===== config.mk =====
export PLATFORM = sky130hd
export DESIGN_NAME = id_ex_stage_flat
export DESIGN_NICKNAME = d
export VERILOG_FILES = /design/src/rtl/id_ex_stage_if.sv /design/src/rtl/id_ex_stage.sv /design/src/flat_wrapper.sv
export SDC_FILE = /design/constraint.sdc
export NUM_CORES = 1
export LEC_CHECK = 0
export CORE_AREA = 2 2 146 148
export CTS_CLUSTER_SIZE = 8
export DETAILED_ROUTE_END_ITERATION = 12
export DIE_AREA = 0 0 148 150
export PLACE_DENSITY = 0.9
export SYNTH_ARGS = -nofsm -noshare
export SYNTH_HDL_FRONTEND = slang
export SYNTH_SLANG_ARGS = --single-unit
export TNS_END_PERCENT = 30

===== constraint.sdc =====
create_clock -name clk -period 8.4 [get_ports clk]
set_input_delay 2.1 -clock clk [delete_from_list [all_inputs] [get_ports clk]]
set_output_delay 2.1 -clock clk [all_outputs]
set_load 0.005 [all_outputs]

===== src/rtl/id_ex_stage_if.sv =====
// rtl/id_ex_stage_if.sv - decode/writeback/EX signal bundle for the ID/EX stage
//
// Ports (master = decode/pipeline environment, slave = id_ex_stage):
//   decode in  : id_valid, id_pc, id_imm, id_rs1/rs2_addr, id_rs1/rs2_data,
//                id_alu_op, id_src1_pc, id_src2_imm, id_rd_addr,
//                id_rd_wen, id_mem_ren, id_mem_wen
//   bypass in  : exm_rd_addr, exm_rd_wen, exm_res, wb_rd_addr, wb_rd_wen, wb_data
//   control in : flush, ex_stall
//   outputs    : id_stall, ex_valid, alu_op, alu_src1, alu_src2, ex_store_data,
//                ex_pc, ex_rd_addr, ex_rd_wen, ex_mem_ren, ex_mem_wen
interface id_ex_stage_if #(
  parameter int CPU_WIDTH      = 32,
  parameter int ALU_OP_WIDTH   = 4,
  parameter int REG_ADDR_WIDTH = 5
);
  logic                      id_valid;
  logic [CPU_WIDTH-1:0]      id_pc;
  logic [CPU_WIDTH-1:0]      id_imm;
  logic [REG_ADDR_WIDTH-1:0] id_rs1_addr;
  logic [REG_ADDR_WIDTH-1:0] id_rs2_addr;
  logic [CPU_WIDTH-1:0]      id_rs1_data;
  logic [CPU_WIDTH-1:0]      id_rs2_data;
  logic [ALU_OP_WIDTH-1:0]   id_alu_op;
  logic                      id_src1_pc;
  logic                      id_src2_imm;
  logic [REG_ADDR_WIDTH-1:0] id_rd_addr;
  logic                      id_rd_wen;
  logic                      id_mem_ren;
  logic                      id_mem_wen;
  logic [REG_ADDR_WIDTH-1:0] exm_rd_addr;
  logic                      exm_rd_wen;
  logic [CPU_WIDTH-1:0]      exm_res;
  logic [REG_ADDR_WIDTH-1:0] wb_rd_addr;
  logic                      wb_rd_wen;
  logic [CPU_WIDTH-1:0]      wb_data;
  logic                      flush;
  logic                      ex_stall;
  logic                      id_stall;
  logic                      ex_valid;
  logic [ALU_OP_WIDTH-1:0]   alu_op;
  logic [CPU_WIDTH-1:0]      alu_src1;
  logic [CPU_WIDTH-1:0]      alu_src2;
  logic [CPU_WIDTH-1:0]      ex_store_data;
  logic [CPU_WIDTH-1:0]      ex_pc;
  logic [REG_ADDR_WIDTH-1:0] ex_rd_addr;
  logic                      ex_rd_wen;
  logic                      ex_mem_ren;
  logic                      ex_mem_wen;

  modport master (
    output id_valid, id_pc, id_imm, id_rs1_addr, id_rs2_addr, id_rs1_data, id_rs2_data,
           id_alu_op, id_src1_pc, id_src2_imm, id_rd_addr, id_rd_wen, id_mem_ren, id_mem_wen,
           exm_rd_addr, exm_rd_wen, exm_res, wb_rd_addr, wb_rd_wen, wb_data, flush, ex_stall,
    input  id_stall, ex_valid, alu_op, alu_src1, alu_src2, ex_store_data, ex_pc,
           ex_rd_addr, ex_rd_wen, ex_mem_ren, ex_mem_wen
  );

  modport slave (
    input  id_valid, id_pc, id_imm, id_rs1_addr, id_rs2_addr, id_rs1_data, id_rs2_data,
           id_alu_op, id_src1_pc, id_src2_imm, id_rd_addr, id_rd_wen, id_mem_ren, id_mem_wen,
           exm_rd_addr, exm_rd_wen, exm_res, wb_rd_addr, wb_rd_wen, wb_data, flush, ex_stall,
    output id_stall, ex_valid, alu_op, alu_src1, alu_src2, ex_store_data, ex_pc,
           ex_rd_addr, ex_rd_wen, ex_mem_ren, ex_mem_wen
  );
endinterface


===== src/rtl/id_ex_stage.sv =====
// rtl/id_ex_stage.sv - ID/EX pipeline register with operand forwarding and load-use stall
//
// Ports:
//   clk   : stage clock
//   rst_n : asynchronous active-low reset, clears every stage field
//   bus   : id_ex_stage_if.slave - decode inputs, MEM/WB bypass inputs,
//           flush/ex_stall controls, resolved ALU operands and EX control out
module id_ex_stage #(
  parameter int CPU_WIDTH      = 32,
  parameter int ALU_OP_WIDTH   = 4,
  parameter int REG_ADDR_WIDTH = 5
) (
  input  logic          clk,
  input  logic          rst_n,
  id_ex_stage_if.slave  bus
);

  logic                      valid_q;
  logic [CPU_WIDTH-1:0]      pc_q;
  logic [CPU_WIDTH-1:0]      imm_q;
  logic [REG_ADDR_WIDTH-1:0] rs1_addr_q;
  logic [REG_ADDR_WIDTH-1:0] rs2_addr_q;
  logic [CPU_WIDTH-1:0]      rs1_data_q;
  logic [CPU_WIDTH-1:0]      rs2_data_q;
  logic [ALU_OP_WIDTH-1:0]   alu_op_q;
  logic                      src1_pc_q;
  logic                      src2_imm_q;
  logic [REG_ADDR_WIDTH-1:0] rd_addr_q;
  logic                      rd_wen_q;
  logic                      mem_ren_q;
  logic                      mem_wen_q;

  logic                      load_use;
  logic [CPU_WIDTH-1:0]      fwd_rs1;
  logic [CPU_WIDTH-1:0]      fwd_rs2;

  // Conservative: a matching rs index stalls even if the operand is replaced by PC/imm.
  assign load_use = bus.id_valid & valid_q & mem_ren_q & rd_wen_q &
                    (rd_addr_q != '0) &
                    ((rd_addr_q == bus.id_rs1_addr) | (rd_addr_q == bus.id_rs2_addr));

  assign bus.id_stall = load_use | bus.ex_stall;

  always_ff @(posedge clk or negedge rst_n) begin
    if (!rst_n) begin
      valid_q    <= 1'b0;
      pc_q       <= '0;
      imm_q      <= '0;
      rs1_addr_q <= '0;
      rs2_addr_q <= '0;
      rs1_data_q <= '0;
      rs2_data_q <= '0;
      alu_op_q   <= '0;
      src1_pc_q  <= 1'b0;
      src2_imm_q <= 1'b0;
      rd_addr_q  <= '0;
      rd_wen_q   <= 1'b0;
      mem_ren_q  <= 1'b0;
      mem_wen_q  <= 1'b0;
    end else if (bus.flush) begin
      // A killed instruction must not leave side effects even while EX is stalled.
      valid_q   <= 1'b0;
      rd_wen_q  <= 1'b0;
      mem_ren_q <= 1'b0;
      mem_wen_q <= 1'b0;
    end else if (bus.ex_stall) begin
      // Hold every field.
    end else if (load_use) begin
      valid_q <= 1'b0;
    end else begin
      valid_q    <= bus.id_valid;
      pc_q       <= bus.id_pc;
      imm_q      <= bus.id_imm;
      rs1_addr_q <= bus.id_rs1_addr;
      rs2_addr_q <= bus.id_rs2_addr;
      rs1_data_q <= bus.id_rs1_data;
      rs2_data_q <= bus.id_rs2_data;
      alu_op_q   <= bus.id_alu_op;
      src1_pc_q  <= bus.id_src1_pc;
      src2_imm_q <= bus.id_src2_imm;
      rd_addr_q  <= bus.id_rd_addr;
      rd_wen_q   <= bus.id_rd_wen;
      mem_ren_q  <= bus.id_mem_ren;
      mem_wen_q  <= bus.id_mem_wen;
    end
  end

  // MEM is younger than WB, so it wins; x0 always reads as zero.
  always_comb begin
    fwd_rs1 = rs1_data_q;
    if (rs1_addr_q == '0) begin
      fwd_rs1 = '0;
    end else if (bus.exm_rd_wen && (bus.exm_rd_addr == rs1_addr_q)) begin
      fwd_rs1 = bus.exm_res;
    end else if (bus.wb_rd_wen && (bus.wb_rd_addr == rs1_addr_q)) begin
      fwd_rs1 = bus.wb_data;
    end
  end

  always_comb begin
    fwd_rs2 = rs2_data_q;
    if (rs2_addr_q == '0) begin
      fwd_rs2 = '0;
    end else if (bus.exm_rd_wen && (bus.exm_rd_addr == rs2_addr_q)) begin
      fwd_rs2 = bus.exm_res;
    end else if (bus.wb_rd_wen && (bus.wb_rd_addr == rs2_addr_q)) begin
      fwd_rs2 = bus.wb_data;
    end
  end

  assign bus.ex_valid      = valid_q;
  assign bus.alu_op        = alu_op_q;
  assign bus.alu_src1      = src1_pc_q  ? pc_q  : fwd_rs1;
  assign bus.alu_src2      = src2_imm_q ? imm_q : fwd_rs2;
  assign bus.ex_store_data = fwd_rs2;
  assign bus.ex_pc         = pc_q;
  assign bus.ex_rd_addr    = rd_addr_q;
  assign bus.ex_rd_wen     = rd_wen_q  & valid_q;
  assign bus.ex_mem_ren    = mem_ren_q & valid_q;
  assign bus.ex_mem_wen    = mem_wen_q & valid_q;

endmodule


===== src/flat_wrapper.sv =====
// flat-port wrapper written by rule: the top's interface ports become plain ports
module id_ex_stage_flat 
#(
  parameter int CPU_WIDTH      = 32,
  parameter int ALU_OP_WIDTH   = 4,
  parameter int REG_ADDR_WIDTH = 5
)
  (clk, rst_n, bus_id_valid, bus_id_pc, bus_id_imm, bus_id_rs1_addr, bus_id_rs2_addr, bus_id_rs1_data, bus_id_rs2_data, bus_id_alu_op, bus_id_src1_pc, bus_id_src2_imm, bus_id_rd_addr, bus_id_rd_wen, bus_id_mem_ren, bus_id_mem_wen, bus_exm_rd_addr, bus_exm_rd_wen, bus_exm_res, bus_wb_rd_addr, bus_wb_rd_wen, bus_wb_data, bus_flush, bus_ex_stall, bus_id_stall, bus_ex_valid, bus_alu_op, bus_alu_src1, bus_alu_src2, bus_ex_store_data, bus_ex_pc, bus_ex_rd_addr, bus_ex_rd_wen, bus_ex_mem_ren, bus_ex_mem_wen);
  id_ex_stage_if #(.CPU_WIDTH(CPU_WIDTH), .ALU_OP_WIDTH(ALU_OP_WIDTH), .REG_ADDR_WIDTH(REG_ADDR_WIDTH)) bus_i ();
  input  logic clk;
  input  logic rst_n;
  input wire logic [$bits(bus_i.id_valid)-1:0] bus_id_valid;
  input wire logic [$bits(bus_i.id_pc)-1:0] bus_id_pc;
  input wire logic [$bits(bus_i.id_imm)-1:0] bus_id_imm;
  input wire logic [$bits(bus_i.id_rs1_addr)-1:0] bus_id_rs1_addr;
  input wire logic [$bits(bus_i.id_rs2_addr)-1:0] bus_id_rs2_addr;
  input wire logic [$bits(bus_i.id_rs1_data)-1:0] bus_id_rs1_data;
  input wire logic [$bits(bus_i.id_rs2_data)-1:0] bus_id_rs2_data;
  input wire logic [$bits(bus_i.id_alu_op)-1:0] bus_id_alu_op;
  input wire logic [$bits(bus_i.id_src1_pc)-1:0] bus_id_src1_pc;
  input wire logic [$bits(bus_i.id_src2_imm)-1:0] bus_id_src2_imm;
  input wire logic [$bits(bus_i.id_rd_addr)-1:0] bus_id_rd_addr;
  input wire logic [$bits(bus_i.id_rd_wen)-1:0] bus_id_rd_wen;
  input wire logic [$bits(bus_i.id_mem_ren)-1:0] bus_id_mem_ren;
  input wire logic [$bits(bus_i.id_mem_wen)-1:0] bus_id_mem_wen;
  input wire logic [$bits(bus_i.exm_rd_addr)-1:0] bus_exm_rd_addr;
  input wire logic [$bits(bus_i.exm_rd_wen)-1:0] bus_exm_rd_wen;
  input wire logic [$bits(bus_i.exm_res)-1:0] bus_exm_res;
  input wire logic [$bits(bus_i.wb_rd_addr)-1:0] bus_wb_rd_addr;
  input wire logic [$bits(bus_i.wb_rd_wen)-1:0] bus_wb_rd_wen;
  input wire logic [$bits(bus_i.wb_data)-1:0] bus_wb_data;
  input wire logic [$bits(bus_i.flush)-1:0] bus_flush;
  input wire logic [$bits(bus_i.ex_stall)-1:0] bus_ex_stall;
  output wire logic [$bits(bus_i.id_stall)-1:0] bus_id_stall;
  output wire logic [$bits(bus_i.ex_valid)-1:0] bus_ex_valid;
  output wire logic [$bits(bus_i.alu_op)-1:0] bus_alu_op;
  output wire logic [$bits(bus_i.alu_src1)-1:0] bus_alu_src1;
  output wire logic [$bits(bus_i.alu_src2)-1:0] bus_alu_src2;
  output wire logic [$bits(bus_i.ex_store_data)-1:0] bus_ex_store_data;
  output wire logic [$bits(bus_i.ex_pc)-1:0] bus_ex_pc;
  output wire logic [$bits(bus_i.ex_rd_addr)-1:0] bus_ex_rd_addr;
  output wire logic [$bits(bus_i.ex_rd_wen)-1:0] bus_ex_rd_wen;
  output wire logic [$bits(bus_i.ex_mem_ren)-1:0] bus_ex_mem_ren;
  output wire logic [$bits(bus_i.ex_mem_wen)-1:0] bus_ex_mem_wen;
  assign bus_i.id_valid = bus_id_valid;
  assign bus_i.id_pc = bus_id_pc;
  assign bus_i.id_imm = bus_id_imm;
  assign bus_i.id_rs1_addr = bus_id_rs1_addr;
  assign bus_i.id_rs2_addr = bus_id_rs2_addr;
  assign bus_i.id_rs1_data = bus_id_rs1_data;
  assign bus_i.id_rs2_data = bus_id_rs2_data;
  assign bus_i.id_alu_op = bus_id_alu_op;
  assign bus_i.id_src1_pc = bus_id_src1_pc;
  assign bus_i.id_src2_imm = bus_id_src2_imm;
  assign bus_i.id_rd_addr = bus_id_rd_addr;
  assign bus_i.id_rd_wen = bus_id_rd_wen;
  assign bus_i.id_mem_ren = bus_id_mem_ren;
  assign bus_i.id_mem_wen = bus_id_mem_wen;
  assign bus_i.exm_rd_addr = bus_exm_rd_addr;
  assign bus_i.exm_rd_wen = bus_exm_rd_wen;
  assign bus_i.exm_res = bus_exm_res;
  assign bus_i.wb_rd_addr = bus_wb_rd_addr;
  assign bus_i.wb_rd_wen = bus_wb_rd_wen;
  assign bus_i.wb_data = bus_wb_data;
  assign bus_i.flush = bus_flush;
  assign bus_i.ex_stall = bus_ex_stall;
  assign bus_id_stall = bus_i.id_stall;
  assign bus_ex_valid = bus_i.ex_valid;
  assign bus_alu_op = bus_i.alu_op;
  assign bus_alu_src1 = bus_i.alu_src1;
  assign bus_alu_src2 = bus_i.alu_src2;
  assign bus_ex_store_data = bus_i.ex_store_data;
  assign bus_ex_pc = bus_i.ex_pc;
  assign bus_ex_rd_addr = bus_i.ex_rd_addr;
  assign bus_ex_rd_wen = bus_i.ex_rd_wen;
  assign bus_ex_mem_ren = bus_i.ex_mem_ren;
  assign bus_ex_mem_wen = bus_i.ex_mem_wen;
  id_ex_stage #(.CPU_WIDTH(CPU_WIDTH), .ALU_OP_WIDTH(ALU_OP_WIDTH), .REG_ADDR_WIDTH(REG_ADDR_WIDTH)) u_core (.clk(clk), .rst_n(rst_n), .bus(bus_i));
endmodule

==> results.py <==
metrics = {
    "synthesis": {
        "synthMuxAreaShare": 0.242,
        "yosysUniqueCellTypes": 38,
        "synthCells": 759,
        "synth_top_family_by_area": "multiplexers",
        "synth_nets": 992,
        "ys_seq_area_frac": 0.459,
        "synth-compound-area-share": 0.135,
        "syn_area_um2": 8350,
        "synthXorXnorAreaFrac": 0.0315,
        "synth.avg_cell_area_um2": 11.0,
        "yosys.area_share.adder": 0,
        "synth_simple_gate_area_share": 0.0811,
        "ys_seq_elements": 153,
        "ys_warn_count": 0,
    },
    "setup_path": {
        "cpPeakStageDelay_ns": 0.58,
        "rr_startpoint": "u_core.bus.ex_rd_addr[0]",
        "critPathTopFamily": "buffers and inverters",
        "cp.required_ns": 6.30,
        "worstPathBufferInverterCount": 4,
        "cp-end-kind": "output port",
        "arrival_ns": 5.22,
        "critPathMaxFanout": 33,
        "cp-startpoint": "bus_wb_rd_addr[2]",
        "crit_type": "input pin to output port",
        "path_cells": "clkdlybuf4s50_1 -> xnor2_1 -> and2_1 -> buf_4 -> nand2_1 -> buf_4 -> a211oi_1 -> o41ai_1 -> clkdlybuf4s50_1",
        "cp_slowest_cell": "clkdlybuf4s50_1",
        "startpoint_type": "input pin",
    },
    "finish": {
        "finish.utilization": 0.623,
        "layout-drive-gt1-share": 0.0933,
        "mostFrequentLayoutCells": "clkdlybuf4s50_1, dfrtp_1, mux2_1",
        "mostFrequentLayoutCell": "clkdlybuf4s50_1",
        "fin_nets": 1345,
        "antennaDiodeCount": 0,
        "final_area_um2": 12900,
        "syn2layout_area_growth_pct": 54.5,
        "fillers": 1659,
        "layout.cells.non_filler": 1400,
    },
    "grt": {
        "grt_max_degree": 87,
        "grt_overflow_total": 0,
        "antenna_found_initial": 0,
        "grt_use_total": 0.277,
        "grt_pass1_wl_mm": 46.7,
        "grt_pass1_vias": 8343,
    },
    "route": {
        "dr_total_vias": 7874,
        "wire_per_inst_um": 22.6,
        "final_antenna_net_count": 0,
        "drt_iter0_markers": 398,
        "routed_wl_mm": 31.6,
        "dr.pass1.iters": 5,
        "drc": 0,
        "viasPerCell": 5.62,
    },
    "floorplanning": {
        "die_x_um": 148,
        "dieArea_um2": 22200,
        "ios": 375,
        "die_h_um": 150,
        "core_area_um2": 20700,
        "rows": 53,
        "initial_utilization": 0.403,
    },
    "timing": {
        "hold_viol": 0,
        "setup_ws_ns": 1.08,
        "whs_ns": 0.487,
        "fin_crit_sh": 0.872,
        "setup_viol": 0,
        "rsz0062_at_grt": "no",
        "max_slew_margin": 0.266,
        "drv_slew": 0,
        "fin_skew_ns": 0.0121,
        "period_minus_slack_ns": 7.32,
        "finalSetupTns_ns": 0,
        "worst_pin_slew_ns": 1.10,
        "fmax_ghz": 0.137,
    },
    "run_status": {
        "status": "completed",
    },
    "pwr": {
        "p_leak_nw": 5.18,
        "power.net_switching_uw": 741,
        "finalPower_mw": 2.56,
        "p_int_mw": 1.81,
        "p_per_area_nw_per_um2": 198,
        "seqPwrFrac": 0.367,
        "peakVddDrop_mv": 0.133,
        "pwr-share-comb": 0.317,
        "clkPwrFrac": 0.315,
        "switching_share": 0.290,
    },
    "run": {
        "cap_violations": 0,
    },
    "place": {
        "place_area_um2": 12300,
        "port-buffer-count": 374,
        "dp_hpwl_mm": 22.2,
        "preCtsSetupSlack_ns": 1.09,
        "gp_congestion": 0.901,
        "place_inst": 1368,
    },
    "cts": {
        "cts_buffer_depth": 2,
        "clk_latency_ns": 0.42,
        "hold_buffers": 0,
        "cts.sinks": 153,
        "clk_pin_slew_worst_paths_ns": 0.06,
        "cts.repair.resized": 0,
        "cts_tree": "yes",
        "htree_levels": 4,
        "cts_setup_buffers": 0,
        "cts_buffers": 17,
        "clock-root-buffer": "clkbuf_16",
    },
    "worst_hold_path": {
        "holdCritStartpoint": "u_core.rs1_data_q[4]",
        "hp-class": "flip-flop to flip-flop",
    },
}
## worst reg2reg max path, cell delays in order (launching register included)
cell and delay, ns:
dfrtp_1 0.44, or4_1 0.57, o2111a_1 0.33, a211oi_4 0.28, buf_4 0.85, mux2_2 0.51
## kinds of logic (layout without fill, tap and decap cells)
| group | after synthesis | count (layout) |
|---|---|---|
| AOI/OAI and AO/OA | 162 | 162 |
| muxes | 183 | 183 |
| buffers and inverters | 89 | 455 |
| DFF | 153 | 153 |
| xor gates and xnor gates | 30 | 30 |
| and+or+nand+nor | 142 | 142 |
## path summary, 6_finish.rpt
path / to / cells past startpoint / slack, ns
max: bus_alu_src2[31] / 9 / 1.08
min: u_core.rs1_data_q[4] / 1 / 0.49
max reg2reg: u_core.rs2_data_q[7] / 5 / 5.30
min reg2reg: u_core.rs1_data_q[4] / 1 / 0.49
max in group asynchronous: u_core.rs1_addr_q[3] / 2 / 5.18
min in group asynchronous: u_core.bus.alu_op[1] / 1 / 1.72
## per-layer routing
layer | wire [µm] | vias to the layer above | share of wire | GRT usage
met1 | 11700 | 3845 | 0.37 | 0.310
met4 | 1300 | 0 | 0.041 | 0.134
met5 | 0 | - | 0 | 0
li1 | - | 3480 | - | -
met2 | 15800 | 452 | 0.50 | 0.489
met3 | 2790 | 97 | 0.088 | 0.0753
## state kept, by name, summed over array words and instances, names as in the netlist, 4 cells and up
register / cells
u_core.bus.alu_op: 4
u_core.bus.ex_pc: 32
u_core.bus.ex_rd_addr: 5
u_core.imm_q: 32
u_core.rs1_addr_q: 5
u_core.rs1_data_q: 32
u_core.rs2_addr_q: 5
u_core.rs2_data_q: 32
## synth_stat cells (all sizes together)
library cell | count | area (µm²)
dfrtp | 153 | 3830
mux2 | 149 | 1680
nand2 | 73 | 274
a211oi | 61 | 463
o21ai | 56 | 280
clkbuf | 35 | 131
mux2i | 34 | 340
and3 | 33 | 206
inv | 32 | 120
o221ai | 32 | 280
buf | 22 | 180
xnor2 | 18 | 158
xor2 | 12 | 105
nor2 | 10 | 37.5
and2 | 6 | 37.5
nor3 | 5 | 25.0
o41ai | 4 | 35.0
nand3 | 3 | 15.0
nor4 | 3 | 18.8
a21oi | 2 | 10.0
a22oi | 2 | 15.0
nand4 | 2 | 12.5
or4 | 2 | 15.0
a32o | 1 | 10.0
nand2b | 1 | 6.26
nand4b | 1 | 8.76
nor2b | 1 | 6.26
nor3b | 1 | 7.51
o2111a | 1 | 11.3
o2111ai | 1 | 8.76
o211ai | 1 | 7.51
o22ai | 1 | 6.26
or2 | 1 | 6.26
## area by class of cell
cell class	count	area [µm²]	area share
sequential	153	3830	0.297
clock inverter	13	170	0.0132
multi-input combinational	517	4120	0.319
clock buffer	19	443	0.0343
tap	275	344	0.0267
timing repair buffer	391	3870	0.300
inverter	32	120	0.00931
## power groups by stage
stage / Clock (mW) / Sequential [mW] / Combinational [mW]
finish: 0.806 / 0.938 / 0.811
global route: 0.854 / 0.948 / 0.872
CTS: 0.820 / 0.934 / 0.813
detailed placement: 0 / 0.947 / 0.809
global placement: 0 / 0.941 / 0.792
floorplan: 0 / 0.913 / 0.321
Note: power is estimated with default switching activity, not from simulation.
